$ cat src/rtl/regfile_pkg.sv
// Shared types and helpers for the multi-port 8086 GPR file:
// register/byte encodings and the select-to-lane decode used by writes and reads.
package regfile_pkg;

    localparam int REG_N = 8;
    localparam int REG_W = 16;

    typedef logic [REG_W-1:0] word_t;

    typedef enum logic [2:0] {
        AX = 3'd0,
        CX = 3'd1,
        DX = 3'd2,
        BX = 3'd3,
        SP = 3'd4,
        BP = 3'd5,
        SI = 3'd6,
        DI = 3'd7
    } reg_idx_e;

    localparam logic [2:0] AL = 3'd0;
    localparam logic [2:0] CL = 3'd1;
    localparam logic [2:0] DL = 3'd2;
    localparam logic [2:0] BL = 3'd3;
    localparam logic [2:0] AH = 3'd4;
    localparam logic [2:0] CH = 3'd5;
    localparam logic [2:0] DH = 3'd6;
    localparam logic [2:0] BH = 3'd7;

    // lane[0] is bits 7:0, lane[1] is bits 15:8
    typedef struct packed {
        logic [2:0] idx;
        logic [1:0] lane;
    } lane_t;

    function automatic lane_t lane_of(input logic [2:0] sel, input logic is_8_bit);
        lane_t l;
        if (is_8_bit) begin
            l.idx  = {1'b0, sel[1:0]};
            l.lane = sel[2] ? 2'b10 : 2'b01;
        end else begin
            l.idx  = sel;
            l.lane = 2'b11;
        end
        return l;
    endfunction

    // value is the register already picked by lane_of(sel, is_8_bit).idx
    function automatic word_t extract(input word_t value, input logic [2:0] sel,
                                      input logic is_8_bit);
        if (!is_8_bit)
            return value;
        return sel[2] ? {8'h00, value[15:8]} : {8'h00, value[7:0]};
    endfunction

endpackage

$ cat src/rtl/regfile_read_port.sv
// One registered read port: selects a register (or byte) from the
// post-update register state and holds it until the next edge.
module regfile_read_port
    import regfile_pkg::*;
#(
    parameter int DATA_W = 16
) (
    input  logic                          clk,
    input  logic                          reset,
    input  logic [REG_N-1:0][DATA_W-1:0]  next_state,
    input  logic [2:0]                    rd_sel,
    input  logic                          rd_is_8_bit,
    output logic [DATA_W-1:0]             rd_val
);

    lane_t             rd_lane;
    logic [DATA_W-1:0] rd_d;

    always_comb begin
        rd_lane = lane_of(rd_sel, rd_is_8_bit);
        rd_d    = extract(next_state[rd_lane.idx], rd_sel, rd_is_8_bit);
    end

    // NOTE: state is updated with non-blocking assignments so every flop samples pre-edge values.
    always_ff @(posedge clk or posedge reset) begin
        if (reset)
            rd_val <= '0;
        else
            rd_val <= rd_d;
    end

endmodule

$ cat src/rtl/regfile_mp.sv
// Multi-port 8086 GPR file with byte-lane write merge, bypassed registered
// reads and a shadow bank for single-cycle save/restore/swap.
module regfile_mp
    import regfile_pkg::*;
#(
    parameter int NUM_RD = 2,
    parameter int NUM_WR = 1,
    parameter int DATA_W = 16
) (
    input  logic                           clk,
    input  logic                           reset,
    input  logic [NUM_RD-1:0][2:0]         rd_sel,
    input  logic [NUM_RD-1:0]              rd_is_8_bit,
    output logic [NUM_RD-1:0][DATA_W-1:0]  rd_val,
    input  logic [NUM_WR-1:0][2:0]         wr_sel,
    input  logic [NUM_WR-1:0]              wr_is_8_bit,
    input  logic [NUM_WR-1:0][DATA_W-1:0]  wr_val,
    input  logic [NUM_WR-1:0]              wr_en,
    input  logic                           save,
    input  logic                           restore,
    output logic [DATA_W-1:0]              si,
    output logic [DATA_W-1:0]              di,
    output logic [DATA_W-1:0]              bp,
    output logic [DATA_W-1:0]              bx,
    output logic [DATA_W-1:0]              sp
);

    logic [REG_N-1:0][DATA_W-1:0] main_q;
    logic [REG_N-1:0][DATA_W-1:0] shadow_q;
    logic [REG_N-1:0][DATA_W-1:0] merged;
    logic [REG_N-1:0][DATA_W-1:0] next_state;
    lane_t                        wr_lane [NUM_WR];

    // NOTE: every always_comb output gets a default first so no path leaves it unassigned (no latch).
    always_comb begin
        merged = main_q;
        for (int w = 0; w < NUM_WR; w++) begin
            wr_lane[w] = lane_of(wr_sel[w], wr_is_8_bit[w]);
            // ascending port order: a later port overwrites the same lane, so the higher index wins
            if (wr_en[w]) begin
                if (wr_lane[w].lane[0])
                    merged[wr_lane[w].idx][7:0] = wr_val[w][7:0];
                if (wr_lane[w].lane[1])
                    merged[wr_lane[w].idx][15:8] = wr_is_8_bit[w] ? wr_val[w][7:0]
                                                                  : wr_val[w][15:8];
            end
        end
        next_state = restore ? shadow_q : merged;
    end

    // NOTE: both register banks are architecturally cleared on reset, so they are real flops, not RAM.
    always_ff @(posedge clk or posedge reset) begin
        if (reset) begin
            main_q   <= '0;
            shadow_q <= '0;
        end else begin
            main_q <= next_state;
            // save+restore swaps with the old main bank; writes in that cycle are dropped
            if (save)
                shadow_q <= restore ? main_q : merged;
        end
    end

    for (genvar r = 0; r < NUM_RD; r++) begin : g_rd
        regfile_read_port #(.DATA_W(DATA_W)) u_read_port (
            .clk         (clk),
            .reset       (reset),
            .next_state  (next_state),
            .rd_sel      (rd_sel[r]),
            .rd_is_8_bit (rd_is_8_bit[r]),
            .rd_val      (rd_val[r])
        );
    end

    assign si = main_q[SI];
    assign di = main_q[DI];
    assign bp = main_q[BP];
    assign bx = main_q[BX];
    assign sp = main_q[SP];

endmodule

$ cat config.mk
export PLATFORM = sky130hd
export DESIGN_NAME = regfile_mp
export DESIGN_NICKNAME = d
export VERILOG_FILES = /design/src/rtl/regfile_pkg.sv /design/src/rtl/regfile_read_port.sv /design/src/rtl/regfile_mp.sv
export SDC_FILE = /design/constraint.sdc
export NUM_CORES = 1
export LEC_CHECK = 0
export ABC_AREA = 1
export ABC_CLOCK_PERIOD_IN_PS = 18850
export BUFFER_PORTS_ARGS = -buffer_cell sky130_fd_sc_hd__buf_2
export CAP_MARGIN = 10
export CORE_MARGIN = 3
export CORE_UTILIZATION = 30
export CTS_CLUSTER_DIAMETER = 200
export DETAILED_ROUTE_END_ITERATION = 6
export GPL_TIMING_DRIVEN = 0
export SYNTH_ARGS = -nofsm -noshare
export SYNTH_HDL_FRONTEND = slang
export SYNTH_SLANG_ARGS = --single-unit
export TNS_END_PERCENT = 1
$ cat constraint.sdc
create_clock -name clk -period 18.85 [get_ports clk]
set_input_delay 5.655 -clock clk [delete_from_list [all_inputs] [get_ports clk]]
set_output_delay 5.655 -clock clk [all_outputs]
set_load 0.02 [all_outputs]
==> reports/results.txt, run 1 <==
Hold worst-path end -> shadow_q[21]
WP data arrival -> 8.64 ns
Req. time, crit path -> 19.31 ns
Slowest cell on the critical path -> clkbuf_1
# hold bufs at CTS -> 0
Unique masters post-synth -> 26
CP Class -> input pin to flip-flop
Final setup fails -> 0
Via count -> 17748
Remaining DRCs -> 1
Layout cell share with drive strength beyond 1 -> 0.134
Routed Antenna Nets -> 0
R2R Path Start -> di[5]
CP bufs+invs -> 4
Most common cell after layout, fill and taps aside -> nand2_1
Critical-path cell list -> clkbuf_1 -> clkbuf_1 -> clkbuf_1 -> buf_1 -> a21oi_1 -> a21oi_1
Final setup TNS -> 0 ns
Internal -> 1320 µW
GRT overflow -> 0
Status -> finished, violations left
Max Cap Violations -> 0
Cell Count, Final, Fillers Out -> 3157
Hold path cells -> 2
Leak -> 0.00954 µW
TritonCTS Buffers -> 36
Initial cell density of the core -> 0.305
Final Max Slew Viols -> 0
Largest net degree at the start of global routing -> 129
Synthesized flop and latch total -> 288
Routed length per instance -> 26.7 µm
Power density cells -> 108 nW/µm²
Crit path largest cell delay -> 0.82 ns
Die width -> 238 µm
Vias per cell -> 5.62
Period utilisation layout -> 0.434
Hold_sp -> shadow_q[21]
Vias in the first global route -> 16996
Flop pwr share -> 0.378
# rows -> 84
Top delay family on crit path -> buffers and inverters
Peak supply drop -> 57.5 µV
Final Hold Viols -> 0
Clock latency on the worst-skew pair -> 0.57 ns
Fmax -> 122 MHz
Die Y-Extent -> 238 µm
I/O pin total -> 145
Syn Inst Count -> 2259
Placed cell count -> 3092
Sw Share -> 0.356
Reg2reg path depth -> 8
Worst setup margin -> 10.67 ns
Post-Route WL -> 84.2 mm
Setup slack, reg-to-reg -> 17.08 ns
Multi-input logic area -> 7280 µm²
Largest fanout on the critical path -> 10
Period minus WS final -> 8.18 ns
Core area -> 52900 µm²
Mean Syn Cell Area -> 7.14 µm²
YS warnings -> 0
Fill count -> 5581
CTS tree -> built
Failing checks -> DRC
Net Switching -> 730 µW
# resized after CTS -> 0
Setup Skew -> 0.0250 ns
Number of antenna violations at the first check in global routing -> 3
DP HPWL -> 60.7 mm
Most frequent cells in the layout -> 573 x nand2_1, 546 x nand3_1, 288 x dfrtp_1
Slew @ Worst Pin -> 1.39 ns
Gpl congestion -> 1.03
Clock sinks -> 288
CP Capture Type -> flip-flop
First-pass GRT wire length -> 119 mm
Postcts setup bufs -> 0
Nets@finish -> 2475
PortBufs -> 139
Clk pwr share -> 0.362
Post-place setup slack -> 10.28 ns
H-tree levels -> 2
CP most frequent cell -> clkbuf_1
Max_slew headroom -> 0.0657
RSZ-0062 raised after global routing -> no
Worst R2R End -> g_rd[1].u_read_port.rd_val[5]
CTS clk-pin slew, worst paths -> 0.06 ns
CTS Buffer Depth -> 3
Register cell area after layout -> 7210 µm²
Die ar. -> 56600 µm²
Post-Syn Area -> 16100 µm²
DR pass1 iterations -> 7
Mapped Nets -> 2292
Hold Crit Class -> flip-flop to flip-flop
CTS Root Cell -> clkbuf_16
Combinational power share -> 0.259
Tot GR Track Use -> 0.293
DR iter-0 viols -> 2361
Area delta synth->final -> 18.3%
Worst Setup Start Kind -> input pin
Post-synthesis sequential area ratio -> 0.447
==> area by class of cell <==
type	count	share of cell area
Clock inverter	13	0.00820
Sequential cell	288	0.378
Inverter	141	0.0283
Clock buffer	50	0.0569
Multi-Input combinational cell	1620	0.382
Antenna cell	2	0.000262
Timing Repair Buffer	145	0.0423
Buffer	210	0.0591
Tap cell	688	0.0451
==> how the worst max path moves through the flow <==
stage,start,cells after the start,to
2_1_floorplan,reset,1,bp[0]
3_3_place_gp,reset,2,g_rd[1].u_read_port.rd_val[0]
3_5_place_dp,restore,6,shadow_q[63]
4_1_cts,restore,6,shadow_q[14]
5_1_grt,restore,6,shadow_q[14]
6_report,restore,6,shadow_q[14]
==> power by group through the flow <==
stage / registers (µW) / logic, µW / clock network [µW]
finish: 777 / 532 / 744
global route: 787 / 575 / 774
CTS: 776 / 524 / 750
detailed placement: 785 / 523 / 0
global placement: 784 / 512 / 0
floorplan: 776 / 327 / 0
==> Yosys cell counts (all sizes together) <==
cell / count / area [µm²]
nand2: 576 / 2170
nand3: 548 / 2750
dfrtp: 288 / 7210
a21oi: 260 / 1310
nor2: 189 / 729
inv: 132 / 498
buf: 118 / 782
clkbuf: 92 / 345
o21ai: 20 / 104
o21bai: 18 / 135
clkinv: 9 / 33.8
a22oi: 3 / 22.5
o211ai: 3 / 22.5
nand4: 2 / 12.5
nor3: 1 / 5.00
==> worst reg2reg max path, stage by stage, from the launching register on <==
cell,delay [ns]
dfrtp_1,0.41
inv_1,0.07
nand2_1,0.05
nand3_1,0.16
nand3_1,0.10
nand3_1,0.20
nand3_1,0.26
nand2_1,0.30
nor2_1,0.09
==> per-layer routing <==
metal	track usage	share of wire	vias to the layer above	wire [µm]
met5	0	0.000095	-	8
met1	0.379	0.40	8547	33300
li1	-	-	7766	-
met3	0.0650	0.096	308	8110
met2	0.444	0.43	1125	36500
met4	0.185	0.074	2	6220
==> logic make-up after synthesis <==
logic type | synth area share
AOI/OAI and AO/OA | 0.0985
and+or+nand+nor | 0.352
buffers and inverters | 0.103
DFF | 0.447
==> flip-flops by register name, summed over array words and instances (netlist names) <==
register and cells:
shadow_q 128, main_q 48, g_rd.u_read_port.rd_val 32, bp 16
bx 16, di 16, si 16, sp 16
==> metrics by stage <==
| stage | utilization | area, µm² | power, µW | hold WS [ns] |
|---|---|---|---|---|
| after floorplan | - | 16100 | 1100 | 0.484 |
| after global placement | 0.334 | 17700 | 1300 | 0.495 |
| after detailed placement | 0.337 | 17800 | 1310 | 0.508 |
| after CTS | 0.361 | 19100 | 2050 | 0.523 |
| after global routing | 0.361 | 19100 | 2140 | 0.541 |
| final | 0.361 | 19100 | 2050 | 0.525 |
Note: power is estimated with default switching activity, not from simulation.
==> run 2, diff against run 1 <==
--- a/config.mk
+++ b/config.mk
@@ -6,7 +6,7 @@
 export NUM_CORES = 1
 export LEC_CHECK = 0
 export ABC_AREA = 1
-export ABC_CLOCK_PERIOD_IN_PS = 18850
+export ABC_CLOCK_PERIOD_IN_PS = 8150
 export BUFFER_PORTS_ARGS = -buffer_cell sky130_fd_sc_hd__buf_2
 export CAP_MARGIN = 10
 export CORE_MARGIN = 3
==> constraint.sdc (replaced) <==
create_clock -name clk -period 8.15 [get_ports clk]
set_input_delay 2.445 -clock clk [delete_from_list [all_inputs] [get_ports clk]]
set_output_delay 2.445 -clock clk [all_outputs]
set_load 0.02 [all_outputs]
==> run 2 against run 1 <==
The flow now finishes without violations. Critical path depth rose by 4. Combinational power grew 130%. Core utilization about the same. Sequential cell count did not move. Cell count barely moved. Via count grew 0.71%.
==> reports/results.txt, run 2 (synthesized netlist as in run 1, its figures left out) <==
Die width -> 238 µm
Status -> finished clean
Tot GR Track Use -> 0.291
Nets@finish -> 2482
Initial cell density of the core -> 0.305
Via count -> 17874
Most common cell after layout, fill and taps aside -> nand2_1
Worst Setup SP -> restore
Register cell area after layout -> 7210 µm²
WP data arrival -> 5.49 ns
CTS Root Cell -> clkbuf_16
RSZ-0062 raised after global routing -> no
Routed length per instance -> 26.4 µm
Power density cells -> 245 nW/µm²
# hold bufs at CTS -> 0
Req. time, crit path -> 8.63 ns
Remaining DRCs -> 0
Multi-input logic area -> 7280 µm²
Number of antenna violations at the first check in global routing -> 3
# resized after CTS -> 0
Fill count -> 5655
Fmax -> 199 MHz
CTS Buffer Depth -> 3
Vias in the first global route -> 17242
Final setup TNS -> 0 ns
DR iter-0 viols -> 2509
CTS clk-pin slew, worst paths -> 0.06 ns
Largest fanout on the critical path -> 10
PortBufs -> 139
Worst Setup Start Kind -> input pin
Post-Route WL -> 83.5 mm
Setup slack, reg-to-reg -> 6.35 ns
Hold_sp -> shadow_q[15]
Crit path largest cell delay -> 1.01 ns
TritonCTS Buffers -> 36
Core area -> 52900 µm²
# rows -> 84
Top reg by flops -> shadow_q
Largest net degree at the start of global routing -> 44
CP bufs+invs -> 4
Slew @ Worst Pin -> 1.30 ns
DP HPWL -> 61.1 mm
Period minus WS final -> 5.01 ns
Gpl congestion -> 1.07
Die Y-Extent -> 238 µm
Clock latency on the worst-skew pair -> 0.56 ns
Postcts setup bufs -> 0
Final Hold Viols -> 0
Period utilisation layout -> 0.615
Leak -> 0.00954 µW
CTS tree -> built
H-tree levels -> 2
CP Capture Type -> flip-flop
Max_slew headroom -> 0.133
Layout cell share with drive strength beyond 1 -> 0.133
Final Max Slew Viols -> 0
Peak supply drop -> 133 µV
R2R Path Start -> bp[5]
Max Cap Violations -> 0
First-pass GRT wire length -> 119 mm
Final setup fails -> 0
Area delta synth->final -> 18.4%
Total chip power -> 4680 µW
Max reg flops -> 128
Setup Skew -> 0.0133 ns
CP Class -> input pin to flip-flop
Biggest regs -> shadow_q (128), main_q (48), g_rd.u_read_port.rd_val (32)
DR pass1 iterations -> 7
Top delay family on crit path -> buffers and inverters
GRT overflow -> 0
Clock sinks -> 288
Critical-path cell list -> clkbuf_1 -> inv_1 -> clkbuf_1 -> clkbuf_1 -> nand3_1 -> nand3_1 -> nand3_1 -> nand2_1 -> nand2_1 -> nand2_1
Most frequent cells in the layout -> 573 x nand2_1, 546 x nand3_1, 288 x dfrtp_1
Routed Antenna Nets -> 0
I/O pin total -> 145
Die ar. -> 56600 µm²
Vias per cell -> 5.66
Hold Crit Class -> flip-flop to flip-flop
Slowest cell on the critical path -> clkbuf_1
run 2: layout make-up:
| type | count | share of cell area |
|---|---|---|
| multi-input combinational | 1620 | 0.382 |
| antenna | 2 | 0.000262 |
| clock inverter | 11 | 0.00826 |
| timing repair buffer | 152 | 0.0482 |
| sequential | 288 | 0.378 |
| clock buffer | 48 | 0.0517 |
| buffer | 210 | 0.0591 |
| inverter | 141 | 0.0281 |
| tap | 688 | 0.0451 |
run 2: metal layers:
| layer | global-route usage | share of wire |
|---|---|---|
| met1 | 0.380 | 0.39 |
| met5 | 0 | 0.00016 |
| met3 | 0.0764 | 0.11 |
| met4 | 0.166 | 0.069 |
| met2 | 0.437 | 0.43 |
run 2: worst paths after layout:
kind	to	cells past startpoint
max in group asynchronous	g_rd[1].u_read_port.rd_val[8]	5
max reg2reg	g_rd[0].u_read_port.rd_val[5]	8
min in group asynchronous	shadow_q[98]	2
min	shadow_q[15]	2
min reg2reg	shadow_q[15]	2
max	g_rd[0].u_read_port.rd_val[8]	10
run 2: through the flow:
| stage | std cells | hold slack [ns] | utilization | worst slack [ns] | cell area (µm²) |
|---|---|---|---|---|---|
| 2_1_floorplan | 2259 | 0.484 | - | 1.89 | 16100 |
| 3_3_place_gp | 3086 | 0.499 | 0.335 | -0.0199 | 17700 |
| 3_5_place_dp | 3098 | 0.506 | 0.339 | 2.91 | 17900 |
| 4_1_cts | 3157 | 0.520 | 0.361 | 3.49 | 19100 |
| 5_1_grt | 3159 | 0.540 | 0.361 | 3.24 | 19100 |
| 6_report | 3160 | 0.523 | 0.361 | 3.14 | 19100 |
run 2: report_power, final:
part / total [µW] / internal (µW) / leakage (µW) / switching (µW)
Sequential: 1800 / 1650 / 0.00340 / 150
Combinational: 1240 / 391 / 0.00557 / 846
Clock: 1640 / 973 / 0.000561 / 668
run 2: worst register-to-register path, delay by kind of cell, from the launching register on:
family,cells,cell delay [ns]
buf+inv,1,0.05
flops,1,0.38
simple gates,7,1.23
